===== src/rtl/stage_sequencer.sv =====
// Multi-cycle IFH/ID/EX/MEM/WB sequencer with memory handshakes and halt/fault.
// Optional retired-instruction counter: define STAGE_SEQ_PERF_CNT_EN.
module stage_sequencer #(
  parameter int unsigned MEM_TIMEOUT = 15,
  parameter int unsigned TO_W        = 8
) (
  input  logic        clk,
  input  logic        rst_n,
  input  logic        start,
  input  logic [5:0]  instr_opcode,
  output logic        imem_req,
  input  logic        imem_ack,
  output logic        dmem_req,
  input  logic        dmem_ack,
  output logic [2:0]  stage,
  output logic [5:0]  opcode_q,
  output logic        decode_en,
  output logic        exec_en,
  output logic        wb_en,
  output logic        write_pc,
  output logic        halted,
  output logic        fault,
  output logic [31:0] instr_retired
);

  typedef enum logic [2:0] {
    S_IFH  = 3'd0,
    S_ID   = 3'd1,
    S_EX   = 3'd2,
    S_MEM  = 3'd3,
    S_WB   = 3'd4,
    S_HALT = 3'd5,
    S_IDLE = 3'd6
  } state_e;

  localparam logic [5:0] OP_RTYPE = 6'b000000;
  localparam logic [5:0] OP_HALT  = 6'b000010;
  localparam logic [5:0] OP_ADDI  = 6'b001000;
  localparam logic [5:0] OP_ANDI  = 6'b001100;
  localparam logic [5:0] OP_ORI   = 6'b001101;
  localparam logic [5:0] OP_SUBI  = 6'b001110;
  localparam logic [5:0] OP_LW    = 6'b100011;
  localparam logic [5:0] OP_SW    = 6'b101011;

  localparam logic [TO_W-1:0] TO_LIM = TO_W'(MEM_TIMEOUT);
  localparam logic [TO_W-1:0] TO_ONE = TO_W'(1);

  state_e          state_q, state_d;
  logic [TO_W-1:0] cnt_q, cnt_d;
  logic [5:0]      opc_d;
  logic            halted_d, fault_d;

  always_ff @(posedge clk or negedge rst_n) begin
    if (!rst_n) begin
      state_q  <= S_IDLE;
      cnt_q    <= '0;
      opcode_q <= '0;
      halted   <= 1'b0;
      fault    <= 1'b0;
    end else begin
      state_q  <= state_d;
      cnt_q    <= cnt_d;
      opcode_q <= opc_d;
      halted   <= halted_d;
      fault    <= fault_d;
    end
  end

  always_comb begin
    state_d   = state_q;
    cnt_d     = cnt_q;
    opc_d     = opcode_q;
    halted_d  = halted;
    fault_d   = fault;
    imem_req  = 1'b0;
    dmem_req  = 1'b0;
    decode_en = 1'b0;
    exec_en   = 1'b0;
    wb_en     = 1'b0;
    write_pc  = 1'b0;
    unique case (state_q)
      S_IDLE: begin
        if (start) state_d = S_IFH;
      end
      S_IFH: begin
        imem_req = 1'b1;
        if (imem_ack) begin
          opc_d   = instr_opcode;
          state_d = S_ID;
        end
      end
      S_ID: begin
        decode_en = 1'b1;
        state_d   = (opcode_q == OP_HALT) ? S_HALT : S_EX;
      end
      S_EX: begin
        exec_en = 1'b1;
        case (opcode_q)
          OP_LW, OP_SW: state_d = S_MEM;
          OP_RTYPE, OP_ADDI, OP_ANDI,
          OP_ORI, OP_SUBI: state_d = S_WB;
          default: begin
            write_pc = 1'b1;
            state_d  = S_IFH;
          end
        endcase
      end
      S_MEM: begin
        dmem_req = 1'b1;
        // A late ack in the limit cycle still completes the access.
        if (dmem_ack) begin
          cnt_d = '0;
          if (opcode_q == OP_SW) begin
            write_pc = 1'b1;
            state_d  = S_IFH;
          end else begin
            state_d = S_WB;
          end
        end else if (cnt_q + TO_ONE == TO_LIM) begin
          cnt_d   = '0;
          fault_d = 1'b1;
          state_d = S_HALT;
        end else begin
          cnt_d = cnt_q + TO_ONE;
        end
      end
      S_WB: begin
        wb_en    = 1'b1;
        write_pc = 1'b1;
        state_d  = S_IFH;
      end
      S_HALT: begin
        state_d = S_HALT;
      end
      default: begin
        state_d = S_IDLE;
      end
    endcase
    if (state_d == S_HALT) halted_d = 1'b1;
  end

  assign stage = state_q;

`ifdef STAGE_SEQ_PERF_CNT_EN
  logic [31:0] ret_q;

  always_ff @(posedge clk or negedge rst_n) begin
    if (!rst_n) begin
      ret_q <= '0;
    end else if (write_pc && state_q != S_HALT) begin
      ret_q <= ret_q + 32'd1;
    end
  end

  assign instr_retired = ret_q;
`else
  assign instr_retired = '0;
`endif

endmodule


===== config.mk =====
export PLATFORM = sky130hd
export DESIGN_NAME = stage_sequencer
export DESIGN_NICKNAME = d
export VERILOG_FILES = /design/src/rtl/stage_sequencer.sv
export SDC_FILE = /design/constraint.sdc
export NUM_CORES = 1
export LEC_CHECK = 0
export CAP_MARGIN = 5
export CORE_MARGIN = 4
export CORE_UTILIZATION = 30
export CTS_CLUSTER_SIZE = 10
export DETAILED_ROUTE_END_ITERATION = 6
export PLACE_DENSITY = 0.67
export SYNTH_ARGS = -nofsm -noshare
export SYNTH_HDL_FRONTEND = slang
export SYNTH_SLANG_ARGS = --single-unit

===== constraint.sdc =====
create_clock -name clk -period 4.6 [get_ports clk]
set_input_delay 0.69 -clock clk [delete_from_list [all_inputs] [get_ports clk]]
set_output_delay 0.69 -clock clk [all_outputs]
set_load 0.05 [all_outputs]

==> flow_summary.ini <==
[outcome]
status = finished clean

[hold_path]
min_to = fault
worstHoldStart = fault
hold_class = reg2reg
holdPathStages = 1

[cells_and_area]
fin_area_um2 = 1570
layout_commonest_cell = conb_1
num_antenna_cells = 0
areaGrowthSynthToFinish_pct = 15.9
most-common-layout-cells = conb_1, clkdlybuf4s50_1, nand2_1, dfrtp_1, o21ai_0
post-route-util = 0.360
final_layout_size_suffix_gt1_frac = 0.114
nets = 190

[synthesis]
synth_top_area_cell = dfrtp_1
synthCells = 151
postSynth.asyncResetShare = 1.00
ys_seq_area_frac = 0.354
synth_top_family_by_area = buffers and inverters
synth_area_um2 = 1350
netlist-cell-type-count = 46
synth_compound_area_frac = 0.131
synth_area_leaders = dfrtp_1, buf_4, mux2_2
ys_ff_latch = 19
syn_area_per_cell_um2 = 8.95
synth_xor_area_frac = 0.0194
synthSimpleGateAreaFrac = 0.205
synthMuxAreaShare = 0.0500
synth-edff-count = 0
yosys_warnings = 0
synth-main-ff-cell = dfrtp_1
yosysTopAreaCellShare = 0.315
synthAdderAreaFrac = 0.0185

[grt]
grt_antenna_before_repair = 0
grt_pass1_vias = 872
grt_pass1_wl_um = 4020
track_usage = 0.0912
grt_start_max_net_pins = 20
grt_overflow = 0

[floorplan]
die_h_um = 75.1
dieArea_um2 = 5640
ioPinCount = 60
coreArea_um2 = 4350
die_w_um = 75.1
row_count = 24
start_util = 0.310

[detailed_routing]
drt_iter0_markers = 30
via_per_inst = 4.48
ant_nets = 0
routed_wl_um = 2600
drc = 0
drtPass1Iterations = 4
routedWlPerCell_um = 11.4
vias = 1022

[placement]
dp_hpwl_um = 2040
port_buffers = 27
place.gp.congestion = 0.810
place_area_um2 = 1520
dp_slack_ns = 1.32

[sta]
finalCritPeriodShare = 0.714
fmax_mhz = 305
relSlewSlack = 0.433
finalHoldViolations = 0
setup_viol = 0
skew_ns = 0.00343
finalCriticalPeriod_ns = 3.28
tightest_slew_ns = 0.848
rsz0062_at_grt = false
fin_setup_tns_ns = 0
worst_slack_ns = 1.32
slew_viol_final = 0

[clock_tree]
cts_tree = yes
cts_made_buffers = 3
clk_latency_ns = 0.25
cts_resized = 0
cts-root-buf = clkbuf_8
ctsLongestPathBuffers = 2
htree_levels = 1
path_clk_slew_ns = 0.07
cts_hold_buf = 0
clock-sinks = 19
post_cts_buffers = 0

[worst_setup_path]
critPathArrivalTime_ns = 2.59
start_kind = primary input
rrSetupSlack_ns = 2.46
path_max_fanout = 9
r2r_end = halted
reg2reg_depth = 7
rr_startpoint = cnt_q[0]
critical_path_class = in2out
setup.worst_path.end_class = output port
required_ns = 3.91

[pwr]
p_per_area_nw_per_um2 = 228
peakVddDrop_mv = 0.167
leakage_uw = 0.000682

[job]
drv_cap = 0
[synthesized netlist by cell type, types with 2 or more instances]
library cell and number:
a21oi_1 3, buf_4 32, buf_6 3, clkbuf_1 2
dfrtp_1 17, dfstp_2 2, ha_1 2, inv_1 3
mux2_2 6, nand2_1 17, nand3_1 5, nand4_1 2
nor2_1 7, nor3_1 6, o21ai_0 8, o21ai_1 4
o21bai_1 2, xor2_1 2
[power breakdown]
group	leakage (uW)	switching [uW]	internal, uW	total (uW)
Sequential	0.000220	0.194	168	168
Combinational	0.000439	64.4	8.83	73.3
Clock	0.0000228	54.2	61.5	116
[flip-flops by register name, summed over array words and instances, names as in the netlist]
register,count
fault,1
stage,3
halted,1
cnt_q,8
opcode_q,6
[final cells by class]
class | instances | area (um2)
multi-input cells | 122 | 693
flip-flops and latches | 19 | 478
inverters | 4 | 15.0
clock buffers | 4 | 45.0
fillers | 441 | 2790
well taps | 52 | 65.1
repair buffers | 27 | 270
[metal layers]
layer  vias to the layer above  part of all wire  GRT usage  routed length [um]
met3                         2             0.056     0.0187                 146
met1                       474              0.47      0.138                1220
met5                         -                 0          0                   0
met2                        31              0.47      0.132                1210
met4                         0            0.0073     0.0237                  19
li1                        515                 -          -                   -
[metrics by stage]
step                      hold slack [ns]  power, uW  instances
after floorplan                     0.394        253        182
after global placement              0.467        244        224
after detailed placement            0.470        244        224
after CTS                           0.491        360        228
after global routing                0.513        372        228
final                               0.486        357        228
[cell families (layout without fill, tap and decap cells)]
logic type                 count (synthesis)  after routing
xor gates and xnor gates                   3              3
other                                      1             32
and+or+nand+nor                           51             51
AOI/OAI and AO/OA                         28             28
buffers and inverters                     41             35
DFF                                       19             19
muxes                                      6              6
adders and majority gates                  2              2
[worst max path at each step]
stage	startpoint	end	slack (ns)	cells after the start
finish	dmem_ack	write_pc	1.32	6
detailed placement	dmem_ack	write_pc	1.32	6
global placement	dmem_ack	write_pc	1.32	6
CTS	dmem_ack	write_pc	1.31	6
floorplan	stage[2]	write_pc	1.39	3
global route	dmem_ack	write_pc	1.18	6
[worst max-delay path: stages]
cell             delay [ns]
clkdlybuf4s50_1        0.63
nand4_1                0.14
o31ai_1                0.10
nand2_1                0.08
o21bai_1               0.13
clkdlybuf4s50_1        0.82
Power figures use the tool's default switching activity.
